<file path="src/rtl/atomrvcore_pkg.sv">
// Shared types and defaults for the atomrvcore fetch queue.
package atomrvcore_pkg;

    localparam int unsigned FQ_DATAWIDTH     = 32;
    localparam int unsigned FQ_DEPTH_DEFAULT = 4;

    // One buffered fetch result: PC plus the instruction word fetched from it.
    typedef struct packed {
        logic [FQ_DATAWIDTH-1:0] pc;
        logic [FQ_DATAWIDTH-1:0] instr;
    } fq_entry_t;

endpackage

</file>
<file path="src/rtl/atomrvcore_fetch_queue_if.sv">
// Fetch-side and decode-side handshake bundle of the fetch queue.
// master: the fetch unit / decode environment; slave: the queue itself.
interface atomrvcore_fetch_queue_if #(
    parameter int unsigned DATAWIDTH = atomrvcore_pkg::FQ_DATAWIDTH,
    parameter int unsigned DEPTH     = atomrvcore_pkg::FQ_DEPTH_DEFAULT
);

    logic                         flush_i;
    logic                         valid_i;
    logic [DATAWIDTH-1:0]         PC_i;
    logic [DATAWIDTH-1:0]         instruction_i;
    logic                         ready_o;
    logic                         valid_o;
    logic [DATAWIDTH-1:0]         PC_o;
    logic [DATAWIDTH-1:0]         instruction_o;
    logic                         ready_i;
    logic [$clog2(DEPTH+1)-1:0]   count_o;

    modport master (
        output flush_i, valid_i, PC_i, instruction_i, ready_i,
        input  ready_o, valid_o, PC_o, instruction_o, count_o
    );

    modport slave (
        input  flush_i, valid_i, PC_i, instruction_i, ready_i,
        output ready_o, valid_o, PC_o, instruction_o, count_o
    );

endinterface

</file>
<file path="src/rtl/atomrvcore_fq_ram.sv">
// Fetch queue storage: DEPTH entries, one write port, one asynchronous read port.
// Contents are deliberately not reset; validity is tracked by the pointers.
module atomrvcore_fq_ram
    import atomrvcore_pkg::*;
#(
    parameter int unsigned DEPTH = FQ_DEPTH_DEFAULT
) (
    input  logic                       clk_i,
    input  logic                       we_i,
    input  logic [$clog2(DEPTH)-1:0]   waddr_i,
    input  fq_entry_t                  wdata_i,
    input  logic [$clog2(DEPTH)-1:0]   raddr_i,
    output fq_entry_t                  rdata_o
);

    fq_entry_t mem_q [DEPTH];

    // Write the incoming entry on the rising edge.
    always_ff @(posedge clk_i) begin
        if (we_i) begin
            mem_q[waddr_i] <= wdata_i;
        end
    end

    assign rdata_o = mem_q[raddr_i];

endmodule

</file>
<file path="src/rtl/atomrvcore_fetch_queue.sv">
// Instruction fetch queue between fetch and decode.
// Optional feature: define ATOMRVCORE_FQ_BYPASS_EN to forward an incoming pair
// straight to decode when the queue is empty (zero-cycle latency).
module atomrvcore_fetch_queue
    import atomrvcore_pkg::*;
#(
    // Must match the entry width in atomrvcore_pkg.
    parameter int unsigned DATAWIDTH = FQ_DATAWIDTH,
    // Power of two, at least 2, so the pointers wrap naturally.
    parameter int unsigned DEPTH     = FQ_DEPTH_DEFAULT
) (
    input  logic                     clk_i,
    input  logic                     rst_i,
    atomrvcore_fetch_queue_if.slave  fq
);

    localparam int unsigned PtrW = $clog2(DEPTH);
    localparam int unsigned CntW = $clog2(DEPTH + 1);

    logic [PtrW-1:0]      rd_ptr_q, wr_ptr_q;
    logic [CntW-1:0]      count_q, count_d;
    logic                 empty, full;
    logic                 push_req, write, pop, bypass;
    logic [DATAWIDTH-1:0] head_pc, head_instr;
    fq_entry_t            wdata, rdata;

    assign wdata.pc    = fq.PC_i;
    assign wdata.instr = fq.instruction_i;

    atomrvcore_fq_ram #(
        .DEPTH (DEPTH)
    ) u_ram (
        .clk_i   (clk_i),
        .we_i    (write),
        .waddr_i (wr_ptr_q),
        .wdata_i (wdata),
        .raddr_i (rd_ptr_q),
        .rdata_o (rdata)
    );

    // Handshake decode; ready depends on registered occupancy only.
    always_comb begin
        empty    = (count_q == '0);
        full     = (count_q == CntW'(DEPTH));
        push_req = fq.valid_i & ~full & ~fq.flush_i;
`ifdef ATOMRVCORE_FQ_BYPASS_EN
        bypass   = empty & fq.valid_i & ~fq.flush_i;
`else
        bypass   = 1'b0;
`endif
        // A bypassed pair taken by decode this cycle is never stored.
        write    = push_req & ~(bypass & fq.ready_i);
        // Pops only move rd_ptr when a stored entry is at the head.
        pop      = ~empty & fq.ready_i & ~fq.flush_i;
    end

    // Occupancy next state: both or neither leaves count unchanged.
    always_comb begin
        count_d = count_q;
        if (write && !pop) begin
            count_d = count_q + CntW'(1);
        end else if (pop && !write) begin
            count_d = count_q - CntW'(1);
        end
    end

    // Head selection; stored entries take priority over the bypass path.
    always_comb begin
        head_pc    = '0;
        head_instr = '0;
        if (!empty) begin
            head_pc    = rdata.pc;
            head_instr = rdata.instr;
        end else if (bypass) begin
            head_pc    = fq.PC_i;
            head_instr = fq.instruction_i;
        end
    end

    assign fq.ready_o       = ~full;
    assign fq.valid_o       = ~empty | bypass;
    assign fq.PC_o          = head_pc;
    assign fq.instruction_o = head_instr;
    assign fq.count_o       = count_q;

    // Pointer and count state; reset beats flush, flush beats push/pop.
    always_ff @(posedge clk_i) begin
        if (rst_i) begin
            rd_ptr_q <= '0;
            wr_ptr_q <= '0;
            count_q  <= '0;
        end else if (fq.flush_i) begin
            rd_ptr_q <= '0;
            wr_ptr_q <= '0;
            count_q  <= '0;
        end else begin
            if (write) begin
                wr_ptr_q <= wr_ptr_q + PtrW'(1);
            end
            if (pop) begin
                rd_ptr_q <= rd_ptr_q + PtrW'(1);
            end
            count_q <= count_d;
        end
    end

endmodule

</file>
<file path="src/flat_wrapper.sv">
// flat-port wrapper written by rule: the top's interface ports become plain ports
module atomrvcore_fetch_queue_flat import atomrvcore_pkg::*;
#(
                                                    
    parameter int unsigned DATAWIDTH = FQ_DATAWIDTH,
                                                                
    parameter int unsigned DEPTH     = FQ_DEPTH_DEFAULT
)
  (clk_i, rst_i, fq_flush_i, fq_valid_i, fq_PC_i, fq_instruction_i, fq_ready_i, fq_ready_o, fq_valid_o, fq_PC_o, fq_instruction_o, fq_count_o);
  atomrvcore_fetch_queue_if #(.DATAWIDTH(DATAWIDTH), .DEPTH(DEPTH)) fq_i ();
  input  logic clk_i;
  input  logic rst_i;
  input wire logic [$bits(fq_i.flush_i)-1:0] fq_flush_i;
  input wire logic [$bits(fq_i.valid_i)-1:0] fq_valid_i;
  input wire logic [$bits(fq_i.PC_i)-1:0] fq_PC_i;
  input wire logic [$bits(fq_i.instruction_i)-1:0] fq_instruction_i;
  input wire logic [$bits(fq_i.ready_i)-1:0] fq_ready_i;
  output wire logic [$bits(fq_i.ready_o)-1:0] fq_ready_o;
  output wire logic [$bits(fq_i.valid_o)-1:0] fq_valid_o;
  output wire logic [$bits(fq_i.PC_o)-1:0] fq_PC_o;
  output wire logic [$bits(fq_i.instruction_o)-1:0] fq_instruction_o;
  output wire logic [$bits(fq_i.count_o)-1:0] fq_count_o;
  assign fq_i.flush_i = fq_flush_i;
  assign fq_i.valid_i = fq_valid_i;
  assign fq_i.PC_i = fq_PC_i;
  assign fq_i.instruction_i = fq_instruction_i;
  assign fq_i.ready_i = fq_ready_i;
  assign fq_ready_o = fq_i.ready_o;
  assign fq_valid_o = fq_i.valid_o;
  assign fq_PC_o = fq_i.PC_o;
  assign fq_instruction_o = fq_i.instruction_o;
  assign fq_count_o = fq_i.count_o;
  atomrvcore_fetch_queue #(.DATAWIDTH(DATAWIDTH), .DEPTH(DEPTH)) u_core (.clk_i(clk_i), .rst_i(rst_i), .fq(fq_i));
endmodule
</file>
<file path="config.mk">
export PLATFORM = sky130hd
export DESIGN_NAME = atomrvcore_fetch_queue_flat
export DESIGN_NICKNAME = d
export VERILOG_FILES = /design/src/rtl/atomrvcore_pkg.sv /design/src/rtl/atomrvcore_fetch_queue_if.sv /design/src/rtl/atomrvcore_fq_ram.sv /design/src/rtl/atomrvcore_fetch_queue.sv /design/src/flat_wrapper.sv
export SDC_FILE = /design/constraint.sdc
export NUM_CORES = 1
export LEC_CHECK = 0
export BUFFER_PORTS_ARGS = -buffer_cell sky130_fd_sc_hd__buf_2
export CORE_ASPECT_RATIO = 0.9
export CORE_MARGIN = 3
export CORE_UTILIZATION = 52
export CTS_CLUSTER_SIZE = 24
export DETAILED_ROUTE_END_ITERATION = 8
export GPL_TIMING_DRIVEN = 1
export PLACE_DENSITY = 0.76
export SLEW_MARGIN = 10
export SYNTH_ARGS = -nofsm -noshare
export SYNTH_HDL_FRONTEND = slang
export SYNTH_SLANG_ARGS = --single-unit
</file>
<file path="constraint.sdc">
create_clock -name clk_i -period 2.7 [get_ports clk_i]
set_input_delay 0.54 -clock clk_i [delete_from_list [all_inputs] [get_ports clk_i]]
set_output_delay 0.54 -clock clk_i [all_outputs]
set_load 0.01 [all_outputs]
</file>
# [Word-level counts from Yosys, hierarchy flattened]
# Memories as Yosys holds them, arrays and structs flattened. A register that Yosys moved wholly into a read port is not among the register bits.
# Index checks and enable logic that the tools add are counted.
[classes] reduce_logical=7 n_addsub=4 bitwise_logic=7 eq_ne=1 n_mux=8
[ops] cell="32-bit 2-to-1 mux" count=2
[ops] cell="3-bit 2-to-1 mux" count=2
[ops] cell="2-bit by 1-bit adder with 2-bit output, second input constant" count=2
[ops] cell="1-bit bitwise AND" count=4
[ops] cell="2-bit 2-to-1 mux" count=2
[ops] cell="3-bit by 1-bit adder with 3-bit output, second input constant" count=1
[ops] cell="3-bit == test, second input constant" count=1
[ops] cell="3-bit logical NOT" count=1
[ops] cell="1-bit NOT" count=3
[ops] cell="3-bit by 1-bit subtractor with 3-bit output, second input constant" count=1
[ops] cell="1-bit logical AND" count=2
[ops] cell="1-bit logical NOT" count=2
[ops] cell="1-bit 2-to-1 mux" count=2
[ops] cell="2-bit nonzero test" count=1
[ops] cell="2-bit OR reduction" count=1
[word_totals] regBits=7 memories=1 in_bits=69 word_cells=31 out_inout_bits=69 ramBits=256
[memory_table] memory="u_core.u_ram.mem_q" words=4 width=64 read_ports=1 rd_ports_with_merged_regs=1 write_ports=1 line="atomrvcore_fq_ram.sv:16" text="fq_entry_t mem_q [DEPTH];"

# [Logic depth before layout (Yosys ltp)]
# Gate-level depths: netlist of run 1.
[logic_depth] word_depth=8 depth_mapped=8 mapped_depth_nobuf=8

# [Modules after synthesis]
# From an unflattened synthesis of run 1, not the netlist that was laid out.
[hier_totals] hier_cells=449 area_unflattened_um2=10169.8
[modules_own_cells] mod="atomrvcore_fq_ram" seq_area_each_um2=7687.4 n_inst=1 cells_per_inst=338 area_per_inst_um2=9341.5
[modules_own_cells] mod="atomrvcore_fetch_queue" seq_area_each_um2=140.1 n_inst=1 cells_per_inst=111 area_per_inst_um2=828.3

# [Worst setup path before layout of run 1]
# No wires, ideal clock.
[synth_path] path_kind="register -> register" from="register u_core.count_q[0], in the netlist u_core.fq.count_o[0]" to="memory u_core.u_ram.mem_q[2][0] in the netlist's numbering, enable pin" slack_ps=-175 stages_incl_launch_ff=4 synth_period_minus_slack_ps=2875 required_time_ps=2271 arrival_time_ps=2447 path_buffers=0 setup_ps=429 cell_sequence="dfxtp_1 -> nor3b_1 -> nor3_1 -> and2_1"
[synth_via] elab_chain_len=6
[synth_lines] item="from (decl)" line="atomrvcore_fetch_queue.sv:21" text="logic [CntW-1:0] count_q, count_d;"
[synth_lines] item="from (signal assigned)" line="atomrvcore_fetch_queue.sv:103" text="count_q <= count_d;"
[synth_lines] item="3-bit == test" line="atomrvcore_fetch_queue.sv:44" text="full = (count_q == CntW'(DEPTH));"
[synth_lines] item="1-bit NOT" line="atomrvcore_fetch_queue.sv:45" text="push_req = fq.valid_i & ~full & ~fq.flush_i;"
[synth_lines] item="1-bit bitwise AND (2 in a row)" line="atomrvcore_fetch_queue.sv:45"
[synth_lines] item="named net u_core.push_req" line="atomrvcore_fetch_queue.sv:23" text="logic push_req, write, pop, bypass;"
[synth_lines] item="1-bit 2-to-1 mux" line="atomrvcore_fq_ram.sv:20" text="if (we_i) begin"
[synth_lines] item="1-bit 2-to-1 mux (not written as such)" line="atomrvcore_fq_ram.sv:21" text="mem_q[waddr_i] <= wdata_i;"
[synth_lines] item="to (decl)" line="atomrvcore_fq_ram.sv:16"
# The timed path passes the listed nets, and every way through them passes these cells.

==> metrics.md, run 1 <==
| Metric | Value |
|---|---|
| Result of the run | `complete, no violations` |
| Worst path required time | `2.16 ns` |
| Endpoint kind of the worst setup timing path | `output pin` |
| Leading area contributor after synthesis | `sky130_fd_sc_hd__edfxtp_1` |
| Total track usage | `18.6%` |
| Leading post-synthesis cells by cell area | `sky130_fd_sc_hd__edfxtp_1, sky130_fd_sc_hd__mux4_2, sky130_fd_sc_hd__and2_1` |
| Total CTS buffers | `26` |
| Top-level I/O count | `138` |
| Core utilization of the finished layout | `64.3%` |
| Post-synthesis register bit count | `265` |
| Hold buffer count at cts | `0` |
| Post-layout min period | `2.61 ns` |
| Number of enable-type register cells in the synthesized netlist | `256` |
| Number of nets produced by synthesis | `531` |
| Critical path start-end classification | `reg -> out` |
| Synthesis warning total | `0` |
| Area of the multi-input gates | `2130 um2` |
| Clock-pin slew on the worst setup and hold paths | `0.06 ns` |
| Width of the chip | `154 um` |
| Combined area of all synthesized cells | `10,200 um2` |
| Largest net degree at the start of global routing | `44` |
| Setup repair after global routing missed its margin | `false` |
| Top cells by count, synth | `sky130_fd_sc_hd__edfxtp_1, sky130_fd_sc_hd__and2_1, sky130_fd_sc_hd__mux4_2` |
| Gpl congestion | `0.778` |
| Fin nets | `692` |
| Post-route clock period utilization | `96.5%` |
| HPWL after detailed placement | `12,000 um` |
| Share of flip-flops with an asynchronous set or reset | `0%` |
| Buffers from clock root to sink, at most | `3` |
| Number of I/O port buffers | `137` |
| Root Driver | `sky130_fd_sc_hd__clkbuf_16` |
| Fillers | `1,303` |
| Fraction of layout instances using a drive strength above 1 | `40.6%` |
| Crit start category | `flop` |
| Final Max Tran Viols | `0` |
| Number of violations of the max-capacitance limit | `0` |
| Pwr dens | `705 nW/um2` |
| Hold Violations, Final | `0` |
| DIE HEIGHT | `139 um` |
| Cell count after synthesis | `456` |
| CTS HTree Levels | `1` |
| Final number of setup-violating endpoints | `0` |
| DRC violation total after the first TritonRoute iteration | `341` |
| Post-CTS repair timing setup buffer count | `0` |
| Via count of the first global-routing pass | `5,508` |
| Sink count of the clock tree | `265` |
| Cell Rows | `47` |
| Effective utilization at floorplan | `54.2%` |
| Vias per Instance | `5.55` |
| Peak clock frequency supported by timing | `0.384 GHz` |
| Pin slew with the least headroom to its limit | `0.392 ns` |
| DRT antenna net count | `0` |
| Distinct cells, synth | `25` |
| Total chip power | `8.53 mW` |
| Register cell area after layout | `7880 um2` |
| Routed length per placed instance | `22.1 um` |
| Latest clock arrival within the worst-skew pair | `0.51 ns` |
| IR Drop Worst-Case VDD | `0.607 mV` |
| Final setup TNS | `0 ns` |
| Maximum fanout encountered on the critical timing path | `22` |
| Die area | `21,300 um2` |
| Vias after detailed routing | `4,899` |
| Placeable core region | `18,800 um2` |
| Drt pass-1 iters | `5` |
| Most repeated cell in the gate-level netlist after synthesis | `sky130_fd_sc_hd__edfxtp_1` |
| First-pass GRT wire length | `31,000 um` |
| GRT overflow | `0` |
| Initial antenna violation count | `5` |
| Residual DRC | `0` |
| Post-Synthesis Mean Instance Area | `22.4 um2` |
| Worst Clk Skew | `0.0110 ns` |
| TritonCTS clock tree | `built` |
| Hold Path Class | `in -> reg` |
| Post-synth top flop | `sky130_fd_sc_hd__edfxtp_1` |
| Drt total wl | `19,500 um` |
| Share of synthesized area occupied by flip-flops and latches | `77.1%` |
| Area share of the largest cell type after synthesis | `75.3%` |
| Post-synthesis to final-layout area growth | `18.5%` |
| Endpoint arrival time on the critical path | `2.07 ns` |
| Post-place instance area | `11,200 um2` |
| Non-Filler Cell Area, Final | `12,100 um2` |
| Total leakage power | `4.21 nW` |
| Finished Layout Cells | `883` |
| Dpl cells | `833` |
| Max-Slew Margin vs Limit | `73.5%` |
## final timing paths
check,depth (start not counted),to,slack (ns),from
max,4,fq_PC_o[31],0.09,flop
min,1,u_core.u_ram.mem_q[2][35]$_DFFE_PP_,0.24,fq_PC_i[3]
max reg2reg,8,u_core.fq.count_o[2]$_SDFFE_PP0P_,0.48,u_core.fq.count_o[0]$_SDFFE_PP0P_
min reg2reg,2,u_core.wr_ptr_q[0]$_SDFFE_PP0P_,0.54,u_core.wr_ptr_q[0]$_SDFFE_PP0P_
## registers in the layout, summed over array words and instances (netlist names), named ones only
signal              cells
u_core.fq.count_o       3
u_core.wr_ptr_q         2
u_core.u_ram.mem_q    256
u_core.rd_ptr_q         2
## critical path: stages, from the launching register on
cell,delay (ns)
sky130_fd_sc_hd__dfxtp_4,0.42
sky130_fd_sc_hd__buf_16,0.24
sky130_fd_sc_hd__mux4_1,0.59
sky130_fd_sc_hd__and2_1,0.17
sky130_fd_sc_hd__buf_2,0.13
## cell usage in the layout, fill, tap and decap left out, types with 2 or more instances in the layout
cell                        Yosys  layout
sky130_fd_sc_hd__edfxtp_1     256     256
sky130_fd_sc_hd__buf_2          6     137
sky130_fd_sc_hd__and2_1        68      64
sky130_fd_sc_hd__mux4_2        60      60
sky130_fd_sc_hd__clkbuf_16      0      27
sky130_fd_sc_hd__buf_4          0       9
sky130_fd_sc_hd__clkbuf_1       8       7
sky130_fd_sc_hd__dfxtp_1        9       7
sky130_fd_sc_hd__clkinv_1       0       6
sky130_fd_sc_hd__buf_12         6       6
sky130_fd_sc_hd__inv_1          5       5
sky130_fd_sc_hd__nor2_1         5       5
sky130_fd_sc_hd__ha_1           5       5
sky130_fd_sc_hd__mux4_1         4       4
sky130_fd_sc_hd__and2_4         0       4
sky130_fd_sc_hd__xor2_1         4       4
sky130_fd_sc_hd__clkinv_2       0       4
sky130_fd_sc_hd__o21ai_0        3       3
sky130_fd_sc_hd__a21oi_1        3       3
sky130_fd_sc_hd__diode_2        0       2
sky130_fd_sc_hd__or2_2          2       2
sky130_fd_sc_hd__nand3_1        2       2
sky130_fd_sc_hd__dfxtp_4        0       2
sky130_fd_sc_hd__bufinv_16      0       2
sky130_fd_sc_hd__buf_16         0       2
## timing repair
item                                    in CTS  in global routing
cloned                                       1                  0
endpoints found under the setup margin       6                 19
resized for setup                            2                  1
## layer usage
| layer | routed length [um] | vias to the layer above | part of all wire (%) | global-route usage, % |
|---|---|---|---|---|
| li1 | - | 2175 | - | - |
| met3 | 1670 | 33 | 8.6 | 4.99 |
| met4 | 294 | 8 | 1.5 | 3.90 |
| met2 | 9730 | 179 | 50 | 30.8 |
| met1 | 7750 | 2504 | 40 | 25.4 |
| met5 | 46 | - | 0.24 | 0 |
## through the flow
| stage | setup slack (ns) | hold WS [ns] |
|---|---|---|
| floorplan | 0.512 | 0.484 |
| global placement | 0.450 | 0.500 |
| detailed placement | 0.374 | 0.520 |
| CTS | 0.0220 | 0.221 |
| global route | 0.00444 | 0.226 |
| finish | 0.0943 | 0.242 |
## layout make-up
class,instances,share of cell area [%]
Sequential cell,265,65.1
Multi-Input combinational cell,164,17.6
Timing Repair Buffer,155,7.77
Clock buffer,34,5.81
Tap cell,245,2.54
Clock inverter,13,0.921
Inverter,5,0.155
Antenna cell,2,0.0414
## kinds of logic (layout without fill, tap and decap cells)
group | count (synthesis) | after routing | share of synthesized area [%]
fa+ha+maj | 6 | 6 | 0.809
xor+xnor | 4 | 4 | 0.343
buf+inv | 27 | 207 | 2.11
simple gates | 81 | 81 | 4.82
other cells | 0 | 2 | 0
mux | 65 | 65 | 14.4
compound gates | 8 | 8 | 0.454
flops | 265 | 265 | 77.1
## power breakdown
group,leakage (nW),switching (mW),internal (mW)
combinational,1.41,0.280,0.232
clock,0.398,1.40,2.01
sequential,2.40,0.0230,4.58
total,4.21,1.70,6.83
Note: power is estimated with default switching activity, not from simulation.
==> run 2: changes to the inputs <==
Settings changed: CELL_PAD_IN_SITES_DETAIL_PLACEMENT set to 0, CELL_PAD_IN_SITES_GLOBAL_PLACEMENT set to 1, CORE_UTILIZATION 52 to 45, PLACE_DENSITY 0.76 to not set, PLACE_DENSITY_LB_ADDON set to 0.1.
Clock period 2.7 ns to 2.22 ns, I/O delays scaled along.
==> metrics.md, run 2 (same netlist as run 1, synthesis figures left out) <==
| Metric | Value |
|---|---|
| Top library cells by usage in the layout, fill and taps aside | `sky130_fd_sc_hd__edfxtp_1, sky130_fd_sc_hd__buf_2, sky130_fd_sc_hd__mux4_2, sky130_fd_sc_hd__and2_4, sky130_fd_sc_hd__buf_6` |
| Non-Filler Cell Area, Final | `12,900 um2` |
| Via count of the first global-routing pass | `5,371` |
| Pin slew with the least headroom to its limit | `0.439 ns` |
| Sink count of the clock tree | `265` |
| Endpoint kind of the worst setup timing path | `output pin` |
| Hold buffer count at cts | `0` |
| Post-route clock period utilization | `112%` |
| Dpl cells | `881` |
| R2R depth | `8` |
| DIE HEIGHT | `149 um` |
| HPWL after detailed placement | `11,500 um` |
| Result of the run | `finished, violations left` |
| Max reg flops | `256` |
| Slowest stage cell, crit path | `sky130_fd_sc_hd__mux4_2` |
| Setup repair after global routing missed its margin | `true` |
| Register ranked first by flip-flop count | `u_core.u_ram.mem_q` |
| Clock-pin slew on the worst setup and hold paths | `0.06 ns` |
| Inserted Diodes | `0` |
| Worst r2r src | `u_core.fq.count_o[2]$_SDFFE_PP0P_` |
| WHS Path Cells | `1` |
| GRT overflow | `0` |
| Maximum fanout encountered on the critical timing path | `8` |
| Total track usage | `16.5%` |
| Drt total wl | `20,200 um` |
| Failing checks | `setup timing` |
| Drt pass-1 iters | `4` |
| Initial antenna violation count | `5` |
| Hold Violations, Final | `0` |
| Effective utilization at floorplan | `46.5%` |
| Final number of setup-violating endpoints | `64` |
| DRT antenna net count | `0` |
| First-pass GRT wire length | `30,700 um` |
| Total leakage power | `4.44 nW` |
| Pre-CTS setup slack | `0.0259 ns` |
| Die area | `24,500 um2` |
| DRC violation total after the first TritonRoute iteration | `297` |
| Worst Clk Skew | `0.00872 ns` |
| Capture point of the worst reg-to-reg path | `u_core.fq.count_o[2]$_SDFFE_PP0P_` |
| Crit start category | `flop` |
| Post-synthesis to final-layout area growth | `26.3%` |
| Number of I/O port buffers | `137` |
| Buffers from clock root to sink, at most | `3` |
| Worst path required time | `1.78 ns` |
| Residual DRC | `0` |
| Vias after detailed routing | `4,947` |
| Placeable core region | `22,000 um2` |
| Cell chain of the critical path | `buf_4 -> clkbuf_16 -> mux4_2 -> and2_1 -> buf_2` |
| Fraction of layout instances using a drive strength above 1 | `50.8%` |
| Post-layout min period | `2.48 ns` |
| Fillers | `1,637` |
| Gpl congestion | `0.736` |
| Stage delay of the slowest cell on the critical path | `0.48 ns` |
| Worst Hold End | `u_core.u_ram.mem_q[1][12]$_DFFE_PP_` |
| Hold Path Class | `in -> reg` |
| Vias per Instance | `5.25` |
| Number of violations of the max-capacitance limit | `0` |
| Final Max Tran Viols | `0` |
| Critical path start-end classification | `reg -> out` |
| Endpoint arrival time on the critical path | `2.04 ns` |
| Hold Crit Start | `fq_instruction_i[12]` |
| CTS HTree Levels | `1` |
| TritonCTS clock tree | `built` |
| Post-place instance area | `11,400 um2` |
| Root Driver | `sky130_fd_sc_hd__clkbuf_16` |
| IR Drop Worst-Case VDD | `0.589 mV` |
| Fin nets | `710` |
| Cell Rows | `51` |
| Max-Slew Margin vs Limit | `70.4%` |
| Worst setup slack after layout | `-0.261 ns` |
| Finished Layout Cells | `942` |
| Peak clock frequency supported by timing | `0.403 GHz` |
| Width of the chip | `165 um` |
| Latest clock arrival within the worst-skew pair | `0.51 ns` |
| Largest net degree at the start of global routing | `45` |
| Routed length per placed instance | `21.4 um` |
| Top-level I/O count | `138` |
| Pwr dens | `816 nW/um2` |
| Worst-case hold slack | `0.142 ns` |
| Total chip power | `10.5 mW` |
| Total CTS buffers | `27` |
| R2r setup slk | `0.11 ns` |
| Most common cell after layout, fill and taps aside | `sky130_fd_sc_hd__edfxtp_1` |
run 2: cell types whose count changed in the layout (fill, tap and decap cells not counted), sizes merged:
cell / previous run / this run
buf: 155 / 169
clkbuf: 34 / 38
clkinv: 11 / 8
diode: 2 / 0
run 2: layer usage:
metal	routed length (um)	global-route usage, %	up-vias
met4	419	3.48	10
met2	10100	28.1	135
met5	69	0	-
li1	-	-	2215
met1	8430	22.0	2550
met3	1170	3.89	37
run 2: area by class of cell:
class | instances | area, um2 | area share (%)
Timing Repair Buffer | 172 | 1570 | 12.2
Inverter | 5 | 18.8 | 0.146
Sequential cell | 265 | 7880 | 61.1
Multi-Input combinational cell | 164 | 2260 | 17.5
Tap cell | 291 | 364 | 2.83
Clock buffer | 35 | 706 | 5.48
Clock inverter | 10 | 93.8 | 0.728
run 2: repair_timing:
item	CTS	global route
setup buffers	4	6
pin swaps	9	3
resized for setup	78	34
setup endpoints to repair	66	66
cloned	3	4
run 2: through the flow:
step	setup TNS [ns]	utilization, %
after floorplan	0	-
after global placement	0	52.0
after detailed placement	0	52.0
after CTS	-15.03	57.5
after global routing	-17.45	58.7
final	-13.19	58.7
run 2: how the worst max path moves through the flow:
| stage | end | slack, ns | cells after the start |
|---|---|---|---|
| 2_1_floorplan | u_core.u_ram.mem_q[0][0]$_DFFE_PP_ | 0.03 | 3 |
| 3_3_place_gp | u_core.fq.count_o[2]$_SDFFE_PP0P_ | 0.1 | 9 |
| 3_5_place_dp | u_core.fq.count_o[2]$_SDFFE_PP0P_ | 0.03 | 9 |
| 4_1_cts | fq_PC_o[10] | -0.29 | 5 |
| 5_1_grt | fq_instruction_o[29] | -0.32 | 5 |
| 6_report | fq_PC_o[8] | -0.26 | 5 |
run 2: worst max-delay path, delay by kind of cell (launching register included):
| family | cells | cell delay [ns] |
|---|---|---|
| multiplexers | 1 | 0.48 |
| flip-flops | 1 | 0.44 |
| buffers and inverters | 3 | 0.44 |
| AND/OR/NAND/NOR | 1 | 0.17 |
run 2: power breakdown:
group	total, mW	switching (mW)	internal, mW	leakage, nW
Clock	4.09	1.65	2.44	0.390
Combinational	0.822	0.377	0.445	1.65
Sequential	5.60	0.0266	5.58	2.40
